File: src/rtl/keypad_pkg.sv
// keypad_pkg
//   Shared types and helpers for the matrix keypad scanner.
//   - scan_state_e  : controller states (idle, key pressed, lockout)
//   - frame_class_e : classification of one debounced scan frame
//   - calc_kw       : key code width for a ROWS x COLS matrix
//   - classify_frame: NONE / SINGLE / MULTI from a pressed-key bitmap
//   - onehot_to_code: bit position of the pressed key in a SINGLE frame
package keypad_pkg;

  typedef enum logic [1:0] {
    ST_IDLE    = 2'd0,
    ST_PRESSED = 2'd1,
    ST_LOCKOUT = 2'd2
  } scan_state_e;

  typedef enum logic [1:0] {
    FC_NONE   = 2'd0,
    FC_SINGLE = 2'd1,
    FC_MULTI  = 2'd2
  } frame_class_e;

  // Widest supported matrix is 8x8, so bitmaps are handled as 64 bits.
  localparam int MAX_KEYS = 64;

  function automatic int calc_kw(input int rows, input int cols);
    return $clog2(rows * cols);
  endfunction

  // Clearing the lowest set bit leaves zero exactly when one bit was set.
  function automatic frame_class_e classify_frame(input logic [MAX_KEYS-1:0] frame);
    if (frame == '0)
      return FC_NONE;
    else if ((frame & (frame - 64'd1)) == '0)
      return FC_SINGLE;
    else
      return FC_MULTI;
  endfunction

  function automatic logic [5:0] onehot_to_code(input logic [MAX_KEYS-1:0] frame);
    logic [5:0] code;
    code = '0;
    for (int i = 0; i < MAX_KEYS; i++)
      if (frame[i]) code = 6'(i);
    return code;
  endfunction

endpackage

File: src/rtl/keypad_scanner_if.sv
// keypad_scanner_if
//   Keypad matrix lines plus the decoded key event bus.
//   row         : row lines, active-low (into the scanner)
//   col         : column drive, active-low (out of the scanner)
//   key_code    : code of the accepted key, col_idx*ROWS + row_idx
//   key_valid   : one-cycle pulse on press or auto-repeat
//   key_held    : level, accepted key currently held
//   key_release : one-cycle pulse when the accepted key is released
//   multi_err   : level, last debounced frame had more than one key
//   master = scanner side, slave = keypad/consumer side.
interface keypad_scanner_if #(
  parameter int ROWS = 4,
  parameter int COLS = 4
);
  localparam int KW = keypad_pkg::calc_kw(ROWS, COLS);

  logic [ROWS-1:0] row;
  logic [COLS-1:0] col;
  logic [KW-1:0]   key_code;
  logic            key_valid;
  logic            key_held;
  logic            key_release;
  logic            multi_err;

  modport master (
    input  row,
    output col, key_code, key_valid, key_held, key_release, multi_err
  );

  modport slave (
    output row,
    input  col, key_code, key_valid, key_held, key_release, multi_err
  );

endinterface

File: src/rtl/keypad_col_scan.sv
// keypad_col_scan
//   Round-robin column driver. Each column is held low for DWELL cycles.
//   clk           : system clock
//   reset         : asynchronous, active-low
//   col           : column drive, one bit low while scanning, all ones in reset
//   sample_strobe : last cycle of every column dwell
//   frame_strobe  : last cycle of the dwell on the final column
module keypad_col_scan #(
  parameter int COLS  = 4,
  parameter int DWELL = 1000
) (
  input  logic            clk,
  input  logic            reset,
  output logic [COLS-1:0] col,
  output logic            sample_strobe,
  output logic            frame_strobe
);

  localparam int DW = $clog2(DWELL);
  localparam int CW = $clog2(COLS);
  localparam logic [DW-1:0] DWELL_LAST = DW'(DWELL - 1);
  localparam logic [CW-1:0] COL_LAST   = CW'(COLS - 1);

  logic [DW-1:0] dwell_cnt;
  logic [CW-1:0] col_idx;
  logic [CW-1:0] col_idx_next;
  logic          running;

  always_comb begin
    col_idx_next = (col_idx == COL_LAST) ? '0 : col_idx + CW'(1);
  end

  // The first clock after reset starts the scan on column 0; from then on
  // the column advances whenever the dwell counter expires.
  always_ff @(posedge clk or negedge reset) begin
    if (!reset) begin
      running   <= 1'b0;
      dwell_cnt <= '0;
      col_idx   <= '0;
      col       <= '1;
    end else if (!running) begin
      running   <= 1'b1;
      dwell_cnt <= '0;
      col_idx   <= '0;
      col       <= ~(COLS'(1));
    end else if (dwell_cnt == DWELL_LAST) begin
      dwell_cnt <= '0;
      col_idx   <= col_idx_next;
      col       <= ~(COLS'(1) << col_idx_next);
    end else begin
      dwell_cnt <= dwell_cnt + DW'(1);
    end
  end

  assign sample_strobe = running && (dwell_cnt == DWELL_LAST);
  assign frame_strobe  = sample_strobe && (col_idx == COL_LAST);

endmodule

File: src/rtl/keypad_scanner.sv
// keypad_scanner
//   Parametrised matrix keypad scanner: scans columns, debounces whole
//   frames and reports one key with press, auto-repeat and release strobes.
//   clk   : system clock
//   reset : asynchronous, active-low
//   bus   : keypad_scanner_if master (row in, col/key outputs out)
module keypad_scanner
  import keypad_pkg::*;
#(
  parameter int ROWS       = 4,
  parameter int COLS       = 4,
  parameter int DWELL      = 1000,
  parameter int DEBOUNCE   = 8,
  parameter int REPEAT_DLY = 0,
  parameter int REPEAT_PER = 10
) (
  input  logic             clk,
  input  logic             reset,
  keypad_scanner_if.master bus
);

  localparam int KW    = calc_kw(ROWS, COLS);
  localparam int NKEYS = ROWS * COLS;

  localparam logic [1:0] IDLE    = ST_IDLE;
  localparam logic [1:0] PRESSED = ST_PRESSED;
  localparam logic [1:0] LOCKOUT = ST_LOCKOUT;

  localparam logic [7:0]  DEB_MAX = 8'(DEBOUNCE);
  localparam logic [15:0] RPT_DLY = 16'(REPEAT_DLY);
  localparam logic [15:0] RPT_PER = 16'(REPEAT_PER);

  logic [ROWS-1:0]  row_meta;
  logic [ROWS-1:0]  row_sync;
  logic [COLS-1:0]  col;
  logic             sample_strobe;
  logic             frame_strobe;
  logic [NKEYS-1:0] frame_buf;
  logic [NKEYS-1:0] frame_now;
  logic [NKEYS-1:0] prev_frame;
  logic [7:0]       stable_cnt;
  logic [7:0]       stable_next;
  logic             stable;
  frame_class_e     fclass;
  logic [KW-1:0]    code_now;
  logic             hold_same;
  logic [1:0]       state;
  logic [15:0]      rep_cnt;
  logic [KW-1:0]    key_code;
  logic             key_valid;
  logic             key_held;
  logic             key_release;
  logic             multi_err;

  keypad_col_scan #(
    .COLS  (COLS),
    .DWELL (DWELL)
  ) u_col_scan (
    .clk           (clk),
    .reset         (reset),
    .col           (col),
    .sample_strobe (sample_strobe),
    .frame_strobe  (frame_strobe)
  );

  // Rows idle high, so the synchroniser also resets to all ones.
  always_ff @(posedge clk or negedge reset) begin
    if (!reset) begin
      row_meta <= '1;
      row_sync <= '1;
    end else begin
      row_meta <= bus.row;
      row_sync <= row_meta;
    end
  end

  // Frame bitmap is stored active-high (1 = pressed) at col*ROWS + row.
  always_ff @(posedge clk or negedge reset) begin
    if (!reset) begin
      frame_buf <= '0;
    end else if (sample_strobe) begin
      for (int c = 0; c < COLS; c++)
        if (!col[c]) frame_buf[c*ROWS +: ROWS] <= ~row_sync;
    end
  end

  // At the frame strobe the final column is still being sampled, so it is
  // merged in directly rather than waiting for the buffer to catch up.
  always_comb begin
    frame_now = frame_buf;
    frame_now[(COLS-1)*ROWS +: ROWS] = ~row_sync;
  end

  always_comb begin
    if (frame_now != prev_frame)
      stable_next = 8'd1;
    else if (stable_cnt >= DEB_MAX)
      stable_next = DEB_MAX;
    else
      stable_next = stable_cnt + 8'd1;
  end

  assign stable    = (stable_next == DEB_MAX);
  assign fclass    = classify_frame(64'(frame_now));
  assign code_now  = KW'(onehot_to_code(64'(frame_now)));
  assign hold_same = (fclass == FC_SINGLE) && (code_now == key_code);

  always_ff @(posedge clk or negedge reset) begin
    if (!reset) begin
      stable_cnt <= '0;
      prev_frame <= '0;
    end else if (frame_strobe) begin
      stable_cnt <= stable_next;
      prev_frame <= frame_now;
    end
  end

  // Key controller. Decisions are taken on the frame strobe using the
  // updated stability count. Repeats only count down while the latched key
  // is still seen alone, so a release in progress cannot fire a repeat.
  always_ff @(posedge clk or negedge reset) begin
    if (!reset) begin
      state       <= IDLE;
      key_code    <= '0;
      key_valid   <= 1'b0;
      key_held    <= 1'b0;
      key_release <= 1'b0;
      multi_err   <= 1'b0;
      rep_cnt     <= '0;
    end else begin
      key_valid   <= 1'b0;
      key_release <= 1'b0;
      if (frame_strobe) begin
        if (stable) multi_err <= (fclass == FC_MULTI);
        case (state)
          IDLE: begin
            if (stable && fclass == FC_SINGLE) begin
              state     <= PRESSED;
              key_code  <= code_now;
              key_valid <= 1'b1;
              key_held  <= 1'b1;
              rep_cnt   <= RPT_DLY;
            end
          end
          PRESSED: begin
            if (stable && !hold_same) begin
              state       <= (fclass == FC_NONE) ? IDLE : LOCKOUT;
              key_release <= 1'b1;
              key_held    <= 1'b0;
            end else if (RPT_DLY != 16'd0 && hold_same) begin
              if (rep_cnt <= 16'd1) begin
                key_valid <= 1'b1;
                rep_cnt   <= RPT_PER;
              end else begin
                rep_cnt <= rep_cnt - 16'd1;
              end
            end
          end
          LOCKOUT: begin
            if (stable && fclass == FC_NONE) state <= IDLE;
          end
          default: state <= IDLE;
        endcase
      end
    end
  end

  assign bus.col         = col;
  assign bus.key_code    = key_code;
  assign bus.key_valid   = key_valid;
  assign bus.key_held    = key_held;
  assign bus.key_release = key_release;
  assign bus.multi_err   = multi_err;

endmodule

File: src/flat_wrapper.sv
// flat-port wrapper written by rule: the top's interface ports become plain ports
module keypad_scanner_flat import keypad_pkg::*;
#(
  parameter int ROWS       = 4,
  parameter int COLS       = 4,
  parameter int DWELL      = 1000,
  parameter int DEBOUNCE   = 8,
  parameter int REPEAT_DLY = 0,
  parameter int REPEAT_PER = 10
)
  (clk, reset, bus_row, bus_col, bus_key_code, bus_key_valid, bus_key_held, bus_key_release, bus_multi_err);
  keypad_scanner_if #(.ROWS(ROWS), .COLS(COLS)) bus_i ();
  input  logic clk;
  input  logic reset;
  input wire logic [$bits(bus_i.row)-1:0] bus_row;
  output wire logic [$bits(bus_i.col)-1:0] bus_col;
  output wire logic [$bits(bus_i.key_code)-1:0] bus_key_code;
  output wire logic [$bits(bus_i.key_valid)-1:0] bus_key_valid;
  output wire logic [$bits(bus_i.key_held)-1:0] bus_key_held;
  output wire logic [$bits(bus_i.key_release)-1:0] bus_key_release;
  output wire logic [$bits(bus_i.multi_err)-1:0] bus_multi_err;
  assign bus_i.row = bus_row;
  assign bus_col = bus_i.col;
  assign bus_key_code = bus_i.key_code;
  assign bus_key_valid = bus_i.key_valid;
  assign bus_key_held = bus_i.key_held;
  assign bus_key_release = bus_i.key_release;
  assign bus_multi_err = bus_i.multi_err;
  keypad_scanner #(.ROWS(ROWS), .COLS(COLS), .DWELL(DWELL), .DEBOUNCE(DEBOUNCE), .REPEAT_DLY(REPEAT_DLY), .REPEAT_PER(REPEAT_PER)) u_core (.clk(clk), .reset(reset), .bus(bus_i));
endmodule
File: config.mk
export PLATFORM = sky130hd
export DESIGN_NAME = keypad_scanner_flat
export DESIGN_NICKNAME = d
export VERILOG_FILES = /design/src/rtl/keypad_pkg.sv /design/src/rtl/keypad_scanner_if.sv /design/src/rtl/keypad_col_scan.sv /design/src/rtl/keypad_scanner.sv /design/src/flat_wrapper.sv
export SDC_FILE = /design/constraint.sdc
export NUM_CORES = 1
export LEC_CHECK = 0
export CORE_AREA = 2 2 77 79
export CTS_BUF_LIST = sky130_fd_sc_hd__clkbuf_4
export CTS_CLUSTER_SIZE = 16
export DETAILED_ROUTE_END_ITERATION = 8
export DIE_AREA = 0 0 79 81
export PLACE_DENSITY = 0.85
export REMOVE_ABC_BUFFERS = 1
export SLEW_MARGIN = 15
export SYNTH_ARGS = -nofsm -noshare
export SYNTH_HDL_FRONTEND = slang
export SYNTH_SLANG_ARGS = --single-unit
File: constraint.sdc
create_clock -name clk -period 4.2 [get_ports clk]
set_input_delay 0.42 -clock clk [delete_from_list [all_inputs] [get_ports clk]]
set_output_delay 0.42 -clock clk [all_outputs]
set_load 0.02 [all_outputs]
# --- After elaboration in Yosys (flattened, before gate mapping) ---
# Index checks and enable logic that the tools add are counted.
word_totals:
  regBits: 71
  out_inout_bits: 12
classes:
  n_addsub: 4
  order_cmp: 1
  n_eq_ne: 13
  shift: 1
  mux: 40
  bitwise: 6
  reduce_logical: 19
op_table:
  columns: ["operator", "count"]
  rows:
  - ["$and 16x64->64", 1]
  - ["$logic_not 64->1", 1]
  - ["$mux 4", 10]
  - ["$mux 2", 11]
  - ["$mux 10", 2]
  - ["$sub 16x1->17 const B", 1]
  - ["$logic_not 16->1", 1]
  - ["$mux 8", 2]
  - ["$ne 16x16->1", 1]
  - ["$mux 3", 4]
  - ["$add 10x1->10 const B", 1]
  - ["$eq 10x10->1 const B", 1]
  - ["$mux 1", 9]
  - ["$add 8x1->8 const B", 1]
  - ["$eq 8x4->1 const B", 1]
  - ["$ge 8x4->1 const B", 1]
  - ["$ne 2x1->1 const B", 4]
  - ["$not 4->4", 2]
  - ["$reduce_and 2->1", 4]
  - ["$reduce_and 4->1", 2]
  - ["$eq 2x2->1 const B", 3]
  - ["$logic_and 1x1->1", 6]
  - ["$pmux 2 s3", 1]
  - ["$eq 2x1->1 const B", 2]
  - ["9 further kinds", 12]

# --- Longest topological paths before layout ---
# Gate-level depths: netlist (run 1).
logic_depth:
  word_depth: 22
  mapped_depth: 8
  mapped_depth_nobuf: 7

# --- Cells and area by module ---
# Synthesis (run 1) repeated with hierarchy kept, for this count alone.
hier_totals:
  hier_cells: 351
  area_unflattened_um2: 3682.3
modules_own_cells:
  columns: ["module", "instances", "cells_each", "area_each_um2"]
  rows:
  - ["keypad_scanner", 1, 263, 2771.4]
  - ["keypad_col_scan", 1, 88, 910.9]

# --- Worst setup path after synthesis (run 1) ---
# No wires, ideal clock.
synth_path:
  path_type: "flip-flop to flip-flop"
  from: "register u_core.frame_buf[8]"
  to: "register u_core.state[1]"
  arrival_ps: 2271
  required_ps: 4070
  path_slack_ps: 1800
  path_stages_with_launch: 8
  path_buffers: 1
  path_cell_list: "dfrtp_1 -> buf_6 -> or4_4 -> or4b_1 -> a211o_1 -> a32oi_2 -> a41o_1 -> a21oi_1"
synth_between:
  elab_chain_cells: 14
  elab_cells_between_ends: 32
synth_lines:
  columns: ["item", "line_no", "source"]
  rows:
  - ["from (decl)", "keypad_scanner.sv:38", "logic [NKEYS-1:0] frame_buf;"]
  - ["from (signal, indexed assignment)", "keypad_scanner.sv:83", "if (!col[c]) frame_buf[c*ROWS +: ROWS] <= ~row_sync;"]
  - ["parallel branches: the longest is 14 deep, another holds $sub 16x1->17", null, null]
  - ["to (signal assigned)", "keypad_scanner.sv:147", "state <= (fclass == FC_NONE) ? IDLE : LOCKOUT;"]
  - ["to (decl)", "keypad_scanner.sv:47", "logic [1:0] state;"]
# Parallel ways; which one is timed is not known. The select of a mux whose other input is x is not followed.
# A chain may end at the register's enable or synchronous reset.

# --- Final worst setup path (run 1) ---
layout_path:
  from: "register u_core.frame_buf[9]"
  to: "register u_core.key_code[2], in the netlist u_core.bus.key_code[2]"
layout_between:
  elab_chain_cells: 8
  elab_cells_between_ends: 19
layout_lines:
  columns: ["item", "line_no", "source"]
  rows:
  - ["$sub 16x1->17", "keypad_pkg.sv:33", "else if ((frame & (frame - 64'd1)) == '0)"]
  - ["$and 16x64->64", "keypad_pkg.sv:33", null]
  - ["$logic_not 64->1", "keypad_pkg.sv:33", null]
  - ["$mux 2", "keypad_pkg.sv:33", null]
  - ["$mux 2", "keypad_pkg.sv:31", "if (frame == '0)"]
  - ["$eq 2x1->1", "keypad_scanner.sv:137", "if (stable && fclass == FC_SINGLE) begin"]
  - ["$logic_and 1x1->1", "keypad_scanner.sv:137", null]
  - ["$reduce_and 3->1 (no source line)", null, null]
  - ["to (signal assigned)", "keypad_scanner.sv:139", "key_code <= code_now;"]
  - ["to (decl)", "keypad_scanner.sv:49", "logic [KW-1:0] key_code;"]
# Parallel ways exist; a longest one is shown, timed or not.

==> flow_summary.ini, run 1 <==
[global_route]
grt_pass1_vias = 2553
grt_usage = 0.2380
grt_pass1_wl_um = 11850
grt_antenna_before_repair = 0
overflow = 0
grt_max_degree = 40

[route]
drc = 0
drtAntennaViolNets = 0
vias = 2749
vias_per_cell = 6.015
dr.pass1.iters = 4
drt-total-wl_um = 7088
drt-wirelength-per-cell_um = 15.51
first_iter_violations = 175

[synth]
yosysMostFrequentCell = dfrtp_1
synthArstFlopShare = 1.000
ys_top_cells_by_area = dfrtp_1 41%, dfstp_2 8.8%, nand2_1 6.1%
synth_cells = 371
ys_ff_latch = 71
synth_commonest_cells = 59 x dfrtp_1, 58 x nand2_1, 23 x a21oi_1, 22 x nor2_1, 21 x o21ai_0
ys_seq_area_frac = 0.5014
yosys_most_used_dff = dfrtp_1
yosysUniqueCellTypes = 62
synth_area_mm2 = 0.003573
synth_top_cell_by_area = dfrtp_1
synth_top_area_share = 0.4132
synth_edf_count = 0
avgSynthCellArea_um2 = 9.632
synth-warning-count = 0

[placement]
port_buffers = 17
placed_area_mm2 = 0.003749
place.gp.congestion = 0.8847
dp_hpwl_um = 4932

[clocking]
numCtsBuffers = 9
post_cts_buffers = 0
clk_pin_slew_ns = 0.13
clock_latency_ns = 0.42
cts_tree = built
ctsHtreeMaxLevel = 3
post_cts_resized = 0
clk_path_buf_depth = 2
clock_sinks = 71
hold_buffers = 0
cts_root_buf = clkbuf_4

[setup_path]
end_kind = flip-flop
critPathTopFamily = simple AND/OR/NAND/NOR gates
crit_path_start_kind = flip-flop
startpoint = u_core.frame_buf[9]
r2r_start = u_core.frame_buf[9]
crit_fanout = 10
worst_path_max_delay_cell = nor4_1
critical_path_buf_inv_count = 0
required_ns = 4.52
worst-setup-path-type = reg2reg
crit_path_cell_trace = nor4_1, nand4_1, a211o_1, o21ai_4, nand3_2, mux2_2
max_stage_delay_ns = 0.83
arrival_ns = 2.93

[sta]
fin_skew_ns = 0.01679
setup_violations = 0
tightest_slew_ns = 0.9196
rsz0062_at_grt = no
fin_crit_sh = 0.6236
drv_slew = 0
max_freq_mhz = 381.8
hold_viol = 0
relSlewSlack = 0.3813
final.min_clock_period_ns = 2.619
fin_tns_setup_ns = 0

[final_layout]
area_growth_pct = 8.859
n_antenna_cell = 0
drive_gt1_frac = 0.1152
n_fill_cell = 443
final_area_mm2 = 0.003890
final_nets = 390

[power_and_ir_drop]
ir_drop_v = 0.0002693
leakagePower_nw = 1.824
seq_power_share = 0.596
p_int_uw = 891.3
power_frac_clock = 0.367
switchingPower_uw = 293.7
p_sw_frac = 0.2478
powerDensity_mw_per_mm2 = 304.6
comb_power_share = 0.037

[outcome]
outcome = finished clean

[floorplanning]
start_util = 0.6296
core_area_mm2 = 0.005675
dieArea_mm2 = 0.006399
fp.dieW_um = 79
io-pin-count = 18
rows = 28
fp.dieH_um = 81

[flow_run]
drv_cap = 0

[worst_hold_path]
hold_class = in2async
==> through the flow <==
step | setup slack, ns | util | std cells | hold slack [ns] | total power [mW]
after floorplan | 1.370 | - | 347 | 0.1244 | 0.7367
after global placement | 1.687 | 0.6605 | 441 | 0.3457 | 0.7620
after detailed placement | 1.624 | 0.6605 | 441 | 0.3475 | 0.7636
after CTS | 1.595 | 0.6854 | 457 | 0.1151 | 1.190
after global routing | 1.422 | 0.6854 | 457 | 0.1508 | 1.226
final | 1.581 | 0.6854 | 457 | 0.08677 | 1.185
==> final cells by class <==
type / count / area (um^2) / share of cell area
clock buffers: 9 / 67.56 / 0.01737
inverters: 16 / 60.06 / 0.01544
well taps: 75 / 93.84 / 0.02412
flip-flops and latches: 71 / 1792 / 0.4606
repair buffers: 19 / 180.2 / 0.04632
multi-input cells: 260 / 1623 / 0.4172
clock inverters: 7 / 73.82 / 0.01898
==> path summary, 6_finish.rpt <==
path | end | slack [ns] | cells past startpoint
worst min register to register | u_core.row_sync[2] | 0.36 | 0
min in group clk | u_core.row_sync[2] | 0.36 | 0
worst min-delay path | u_core.bus.multi_err | 0.09 | 1
worst max register to register | u_core.bus.key_code[2] | 1.58 | 6
worst max-delay path | u_core.bus.key_code[2] | 1.58 | 6
max in group asynchronous | u_core.u_col_scan.col[2] | 3.15 | 2
==> cell usage in the layout (no fill, tap or decap), types with 3 or more instances in the layout <==
| cell | netlist | routed |
|---|---|---|
| nand3_1 | 8 | 8 |
| nor2_1 | 22 | 22 |
| clkbuf_4 | 0 | 9 |
| nor4_1 | 9 | 9 |
| xor2_1 | 15 | 15 |
| nand2_1 | 58 | 58 |
| xnor2_1 | 6 | 6 |
| clkdlybuf4s50_1 | 0 | 16 |
| a21oi_1 | 23 | 23 |
| o21ai_0 | 21 | 21 |
| o211ai_1 | 5 | 5 |
| nand4_1 | 8 | 8 |
| inv_1 | 16 | 16 |
| clkinvlp_4 | 0 | 3 |
| nor3_1 | 4 | 4 |
| dfstp_2 | 12 | 12 |
| and3_1 | 4 | 4 |
| and2_1 | 7 | 7 |
| or4_1 | 3 | 3 |
| dfrtp_1 | 59 | 59 |
| or3_1 | 6 | 6 |
| ha_1 | 7 | 7 |
| nor2b_1 | 7 | 7 |
==> state kept, by name, indices dropped and copies added (netlist names) <==
| name | cells |
|---|---|
| u_core.stable_cnt | 8 |
| u_core.bus.key_code | 4 |
| u_core.row_sync | 4 |
| u_core.u_col_scan.col_idx | 2 |
| u_core.prev_frame | 16 |
| u_core.u_col_scan.dwell_cnt | 10 |
| u_core.bus.multi_err | 1 |
| u_core.bus.key_valid | 1 |
| u_core.u_col_scan.running | 1 |
| u_core.bus.key_held | 1 |
| u_core.u_col_scan.col | 4 |
| u_core.bus.key_release | 1 |
| u_core.row_meta | 4 |
| u_core.frame_buf | 12 |
| u_core.state | 2 |
==> routing by layer <==
metal  track usage  up-vias  wire, um
li1              -     1308         -
met1        0.3176     1359      3256
met2        0.3763       61      3390
met3       0.04556       21       246
met4        0.1190        0       193
met5             0        -         0
==> power groups by stage <==
stage	sequential, mW	combinational [mW]	clock [mW]
6_report	0.706	0.0440	0.435
5_1_grt	0.708	0.0503	0.468
4_1_cts	0.706	0.0452	0.440
3_5_place_dp	0.719	0.0450	0
3_3_place_gp	0.718	0.0443	0
2_1_floorplan	0.714	0.0225	0
==> worst register-to-register path, stage by stage, from the launching register on <==
cell	delay (ns)
dfrtp_1	0.51
nor4_1	0.83
nand4_1	0.22
a211o_1	0.32
o21ai_4	0.10
nand3_2	0.22
mux2_2	0.33
==> cells by family (layout without fill, tap and decap cells) <==
kind of cell,after synthesis,count (layout),synth area share
AOI/OAI and AO/OA,79,79,0.1534
xor gates and xnor gates,21,21,0.05147
adders and majority gates,7,7,0.02451
buffers and inverters,40,51,0.04692
DFF,71,71,0.5014
muxes,4,4,0.01190
other,1,1,0.001049
and+or+nand+nor,148,148,0.2094
(Power assumes the default switching activity.)
==> run 2: changes to the inputs <==
- CORE_AREA: 2 2 77 79 -> 2 2 83 85
- DIE_AREA: 0 0 79 81 -> 0 0 85 87
- PLACE_DENSITY: 0.85 -> 0.77
- clock period: 4.2 -> 2.2 ns (I/O delays scaled with it)
==> run 2 against run 1 <==
Critical path depth is 3 higher. Sequential power is 90% higher. Critical endpoint is now u_core.bus.key_held. Highest routed layer unchanged. The flow now finishes with violations (setup timing). Largest cell class unchanged. Hold slack better by 0.094 ns.
==> flow_summary.ini, run 2 (same netlist as run 1, synthesis figures left out) <==
[final_layout]
fin_cells = 529
regArea_mm2 = 0.001792
n_antenna_cell = 0
multiInputGateArea_mm2 = 0.001718
n_fill_cell = 463
final_common_cell = buf_4
final_nets = 457
reg_top3 = u_core.prev_frame: 16 flops, u_core.frame_buf: 12 flops, u_core.u_col_scan.dwell_cnt: 10 flops
regMostFlops = u_core.prev_frame
layout_common_cells = 64 x buf_4, 59 x dfrtp_1, 58 x nand2_1, 23 x a21oi_1, 22 x nor2_1
largest_reg_flops = 16
utilization = 0.6922
area_growth_pct = 27.24
final_area_mm2 = 0.004547
drive_gt1_frac = 0.2762

[sta]
final.min_clock_period_ns = 2.347
relSlewSlack = 0.6600
drv_slew = 0
rsz0062_at_grt = yes
tightest_slew_ns = 0.5066
fin_skew_ns = 0.01930
hold_viol = 0
fin_ws_ns = -0.1473
max_freq_mhz = 426.0
fin_crit_sh = 1.067
holdWs_ns = 0.1807
setup_violations = 9

[clocking]
clock_latency_ns = 0.43
cts_tree = built
cts_root_buf = clkbuf_4
clk_path_buf_depth = 2
clk_pin_slew_ns = 0.14
numCtsBuffers = 9
ctsHtreeMaxLevel = 3
clock_sinks = 71

[route]
drtAntennaViolNets = 0
drt-wirelength-per-cell_um = 15.87
drt-total-wl_um = 8395
vias_per_cell = 5.554
dr.pass1.iters = 4
vias = 2938
first_iter_violations = 133
drc = 0

[setup_path]
max_stage_delay_ns = 0.42
required_ns = 2.53
end_kind = flip-flop
worst-setup-path-type = reg2reg
crit_fanout = 4
worst_path_max_delay_cell = dfrtp_1
crit_path_cell_trace = buf_6, xor2_1, nor4_2, nand4_1, buf_4, buf_4, or4_4, a41oi_2, o21ai_2
cpMostUsedCell = buf_4
arrival_ns = 2.68
crit_path_start_kind = flip-flop

[floorplanning]
rows = 30
dieArea_mm2 = 0.007395
fp.dieW_um = 85
fp.dieH_um = 87
core_area_mm2 = 0.006569
io-pin-count = 18
start_util = 0.5440

[placement]
dp_hpwl_um = 5701
place.gp.congestion = 0.8340
placed_area_mm2 = 0.004180
numPlacedInstances = 501
port_buffers = 17
pre_cts_slack_ns = -0.2025

[global_route]
grt_antenna_before_repair = 0
grt_pass1_wl_um = 13830
grt_usage = 0.2382
grt_pass1_vias = 2935
grt_max_degree = 72
overflow = 0

[power_and_ir_drop]
ir_drop_v = 0.0003777
leakagePower_nw = 2.205
powerDensity_mw_per_mm2 = 540.0

[outcome]
outcome = complete, but fails checks
violations = setup timing

[worst_hold_path]
hold_class = in2reg

[flow_run]
drv_cap = 0
run 2: cell count changes in the layout (fill, tap and decap cells not counted), sizes merged:
cell         previous run  this run
clkinv                  3         0
clkinvlp                3         2
buf                     3        69
inv                    16        18
clkbuf                  9        10
bufinv                  1         2
dlygate4sd3             0         1
run 2: final cells by class:
cell class	instances	area share
Timing Repair Buffer	86	0.1560
Clock inverter	6	0.02036
Clock buffer	10	0.01651
Inverter	16	0.01321
Multi-Input combinational cell	260	0.3778
Tap cell	80	0.02201
Sequential cell	71	0.3941
run 2: timing repair:
item	4_1_cts	5_1_grt
endpoints found under the hold margin	59	0
hold buffers	1	0
setup endpoints to repair	10	10
pin swaps	4	9
gates resized for setup	5	14
setup buffers	0	11
run 2: worst max-delay path: cells and delay by family, from the launching register on:
kind                   cells  cell delay, ns
buffers and inverters      3            0.45
flip-flops                 1            0.42
XOR/XNOR                   1            0.14
AND/OR/NAND/NOR            3            0.97
AO/OA/AOI/OAI              2            0.26
run 2: worst paths after layout:
| check | start | endpoint | slack, ns | depth (start not counted) |
|---|---|---|---|---|
| setup / recovery | u_core.frame_buf[4] | u_core.bus.key_held | -0.15 | 9 |
| hold / removal | bus_row[3] | u_core.row_meta[3] | 0.18 | 1 |
| setup reg to reg | u_core.frame_buf[4] | u_core.bus.key_held | -0.15 | 9 |
| hold reg to reg | u_core.row_meta[2] | u_core.row_sync[2] | 0.37 | 0 |
| max in group asynchronous | reset | u_core.row_meta[1] | 1.53 | 3 |
| min in group asynchronous | reset | u_core.frame_buf[9] | 0.33 | 3 |
run 2: report_power, final:
part,internal (mW),switching (mW)
logic,0.0588,0.0752
registers,1.32,0.0123
clock network,0.481,0.503
total,1.86,0.591
run 2: per-stage QoR:
stage,power [mW],setup TNS (ns)
floorplan,1.407,-4.539
global placement,1.479,-0.8024
global route,2.562,-1.440
CTS,2.459,-0.7850
detailed placement,1.482,-1.386
finish,2.455,-0.9396
run 2: routing by layer:
| metal | vias to the layer above | share of wire | global-route usage | wire, um |
|---|---|---|---|---|
| met1 | 1400 | 0.44 | 0.3132 | 3678 |
| met3 | 20 | 0.051 | 0.06730 | 432 |
| li1 | 1441 | - | - | - |
| met4 | 0 | 0.019 | 0.07648 | 156 |
| met5 | - | 0 | 0 | 0 |
| met2 | 77 | 0.49 | 0.3842 | 4127 |
==> run 3: changes to the inputs <==
- CORE_AREA: 2 2 83 85 -> 2 2 105 107
- DIE_AREA: 0 0 85 87 -> 0 0 107 109
- PLACE_DENSITY: 0.77 -> 0.49
==> run 3 against run 2 <==
The flow still finishes with violations (setup timing). Cell count is 12% higher. Setup slack better by 0.050 ns. Sequential power is essentially flat. Flip-flop and latch count unchanged. Critical path depth down 3. Design area grew 4.0%. Register-to-register slack improved by 0.05 ns. Fmax up 2.2%. Total power increased by 4.6%. Clock skew decreased by 0.0025 ns. Critical path type unchanged. Largest cell class unchanged.
==> flow_summary.ini, run 3 (same netlist as run 1, synthesis figures left out) <==
[outcome]
outcome = complete, but fails checks
violations = setup timing

[clocking]
clock_latency_ns = 0.44
clock_sinks = 71
cts_root_buf = clkbuf_4
cts_tree = built
clk_path_buf_depth = 2
clk_pin_slew_ns = 0.13
numCtsBuffers = 9
ctsHtreeMaxLevel = 3

[setup_path]
worst-setup-path-type = reg2reg
crit_path_start_kind = flip-flop
worst_path_max_delay_cell = or4_4
arrival_ns = 2.63
crit_path_cell_trace = or4_4, or4b_1, a211o_1, a32oi_2, a41o_1, a21oi_1
max_stage_delay_ns = 0.53
end_kind = flip-flop
crit_fanout = 3
required_ns = 2.53

[final_layout]
final_nets = 460
drive_gt1_frac = 0.2854
layout_common_cells = 65 x buf_4, 58 x nand2_1, 57 x dfrtp_1, 23 x a21oi_1, 21 x nor2_1
n_antenna_cell = 0
fin_cells = 592
area_growth_pct = 32.32
final_common_cell = buf_4
largest_reg_flops = 16
reg_top3 = u_core.prev_frame: 16 flops, u_core.frame_buf: 12 flops, u_core.u_col_scan.dwell_cnt: 10 flops
regMostFlops = u_core.prev_frame

[floorplanning]
dieArea_mm2 = 0.01166
io-pin-count = 18
fp.dieH_um = 109
fp.dieW_um = 107
rows = 38
core_area_mm2 = 0.01060
start_util = 0.3370

[sta]
final.min_clock_period_ns = 2.298
drv_slew = 0
fin_skew_ns = 0.01685
max_freq_mhz = 435.3
fin_ws_ns = -0.09750
holdWs_ns = 0.1681
hold_viol = 0
tightest_slew_ns = 0.6043
relSlewSlack = 0.5944
rsz0062_at_grt = yes
setup_violations = 5
fin_crit_sh = 1.044

[route]
first_iter_violations = 124
drt-wirelength-per-cell_um = 14.24
dr.pass1.iters = 4
drt-total-wl_um = 8432
drtAntennaViolNets = 0
vias = 2895
drc = 0
vias_per_cell = 4.890

[power_and_ir_drop]
p_int_mw = 1.966
power_frac_clock = 0.426
p_sw_frac = 0.2343
powerDensity_mw_per_mm2 = 543.0
seq_power_share = 0.520
ir_drop_v = 0.0003024
leakagePower_nw = 2.249
total_power_mw = 2.568
switchingPower_uw = 601.5
comb_power_share = 0.054

[placement]
port_buffers = 17
place.gp.congestion = 0.8456
numPlacedInstances = 572
pre_cts_slack_ns = -0.1822
dp_hpwl_um = 6080

[global_route]
grt_pass1_vias = 2946
overflow = 0
grt_usage = 0.1571
grt_max_degree = 42
grt_pass1_wl_um = 14100
grt_antenna_before_repair = 0

[worst_hold_path]
hold_class = in2reg

[flow_run]
drv_cap = 0
==> run 3: changes by cell type in the layout (fill, tap and decap cells not counted), moves of 2 or more <==
cell and change:
buf_6 +2, clkinv_4 +2, clkinvlp_4 -2, dfrtp_1 -2
dfrtp_2 +2, nor4_2 -2, or4b_2 -2, or4b_4 +2
==> run 3: critical path: cells and delay by family, from the launching register on <==
kind	cells	cell delay, ns
AND/OR/NAND/NOR	2	1.00
AO/OA/AOI/OAI	4	0.77
flip-flops	1	0.42
==> run 3: worst paths after layout <==
kind                                           from             endpoint  slack, ns  cells past startpoint
worst min register to register   u_core.row_meta[1]   u_core.row_sync[1]       0.36                      0
worst max register to register  u_core.frame_buf[8]      u_core.state[1]       -0.1                      6
max in group asynchronous                     reset   u_core.row_sync[2]       1.25                      3
worst min-delay path                     bus_row[0]   u_core.row_meta[0]       0.17                      1
min in group asynchronous                     reset  u_core.bus.key_held       0.30                      2
worst max-delay path            u_core.frame_buf[8]      u_core.state[1]       -0.1                      6
==> run 3: cell type report <==
type                    count  area (um^2)
well taps                 140        175.2
inverters                  16        60.06
clock inverters             7        120.1
clock buffers               9        67.56
multi-input cells         260         1757
repair buffers             89        754.5
fillers                  1055         5874
flip-flops and latches     71         1794
==> run 3: timing repair <==
action,4_1_cts,5_1_grt
pin swaps,14,6
setup endpoints to repair,9,9
hold buffers,1,0
hold endpoints to repair,38,0
buffers inserted,1,2
gates resized for setup,12,19
==> run 3: routing by layer <==
layer  vias to the layer above  global-route usage  wire length (um)
met5                         -                   0                 0
met4                         0             0.06215               152
met3                        13             0.03168               185
met2                        32              0.2484              3915
met1                      1407              0.2127              4179
li1                       1443                   -                 -
==> run 3: power groups by stage <==
stage,Sequential (mW),Clock (mW),Combinational (mW)
2_1_floorplan,1.36,0,0.0429
3_3_place_gp,1.36,0,0.133
3_5_place_dp,1.36,0,0.132
4_1_cts,1.33,1.12,0.138
5_1_grt,1.34,1.19,0.154
6_report,1.33,1.09,0.139
==> run 3: metrics by stage <==
step	setup TNS [ns]	instance area [um^2]	util
floorplan	-4.539	3466	-
global placement	-1.177	4353	0.4106
detailed placement	-1.201	4353	0.4106
CTS	-0.2557	4618	0.4356
global route	-0.8873	4728	0.4460
finish	-0.2599	4728	0.4460
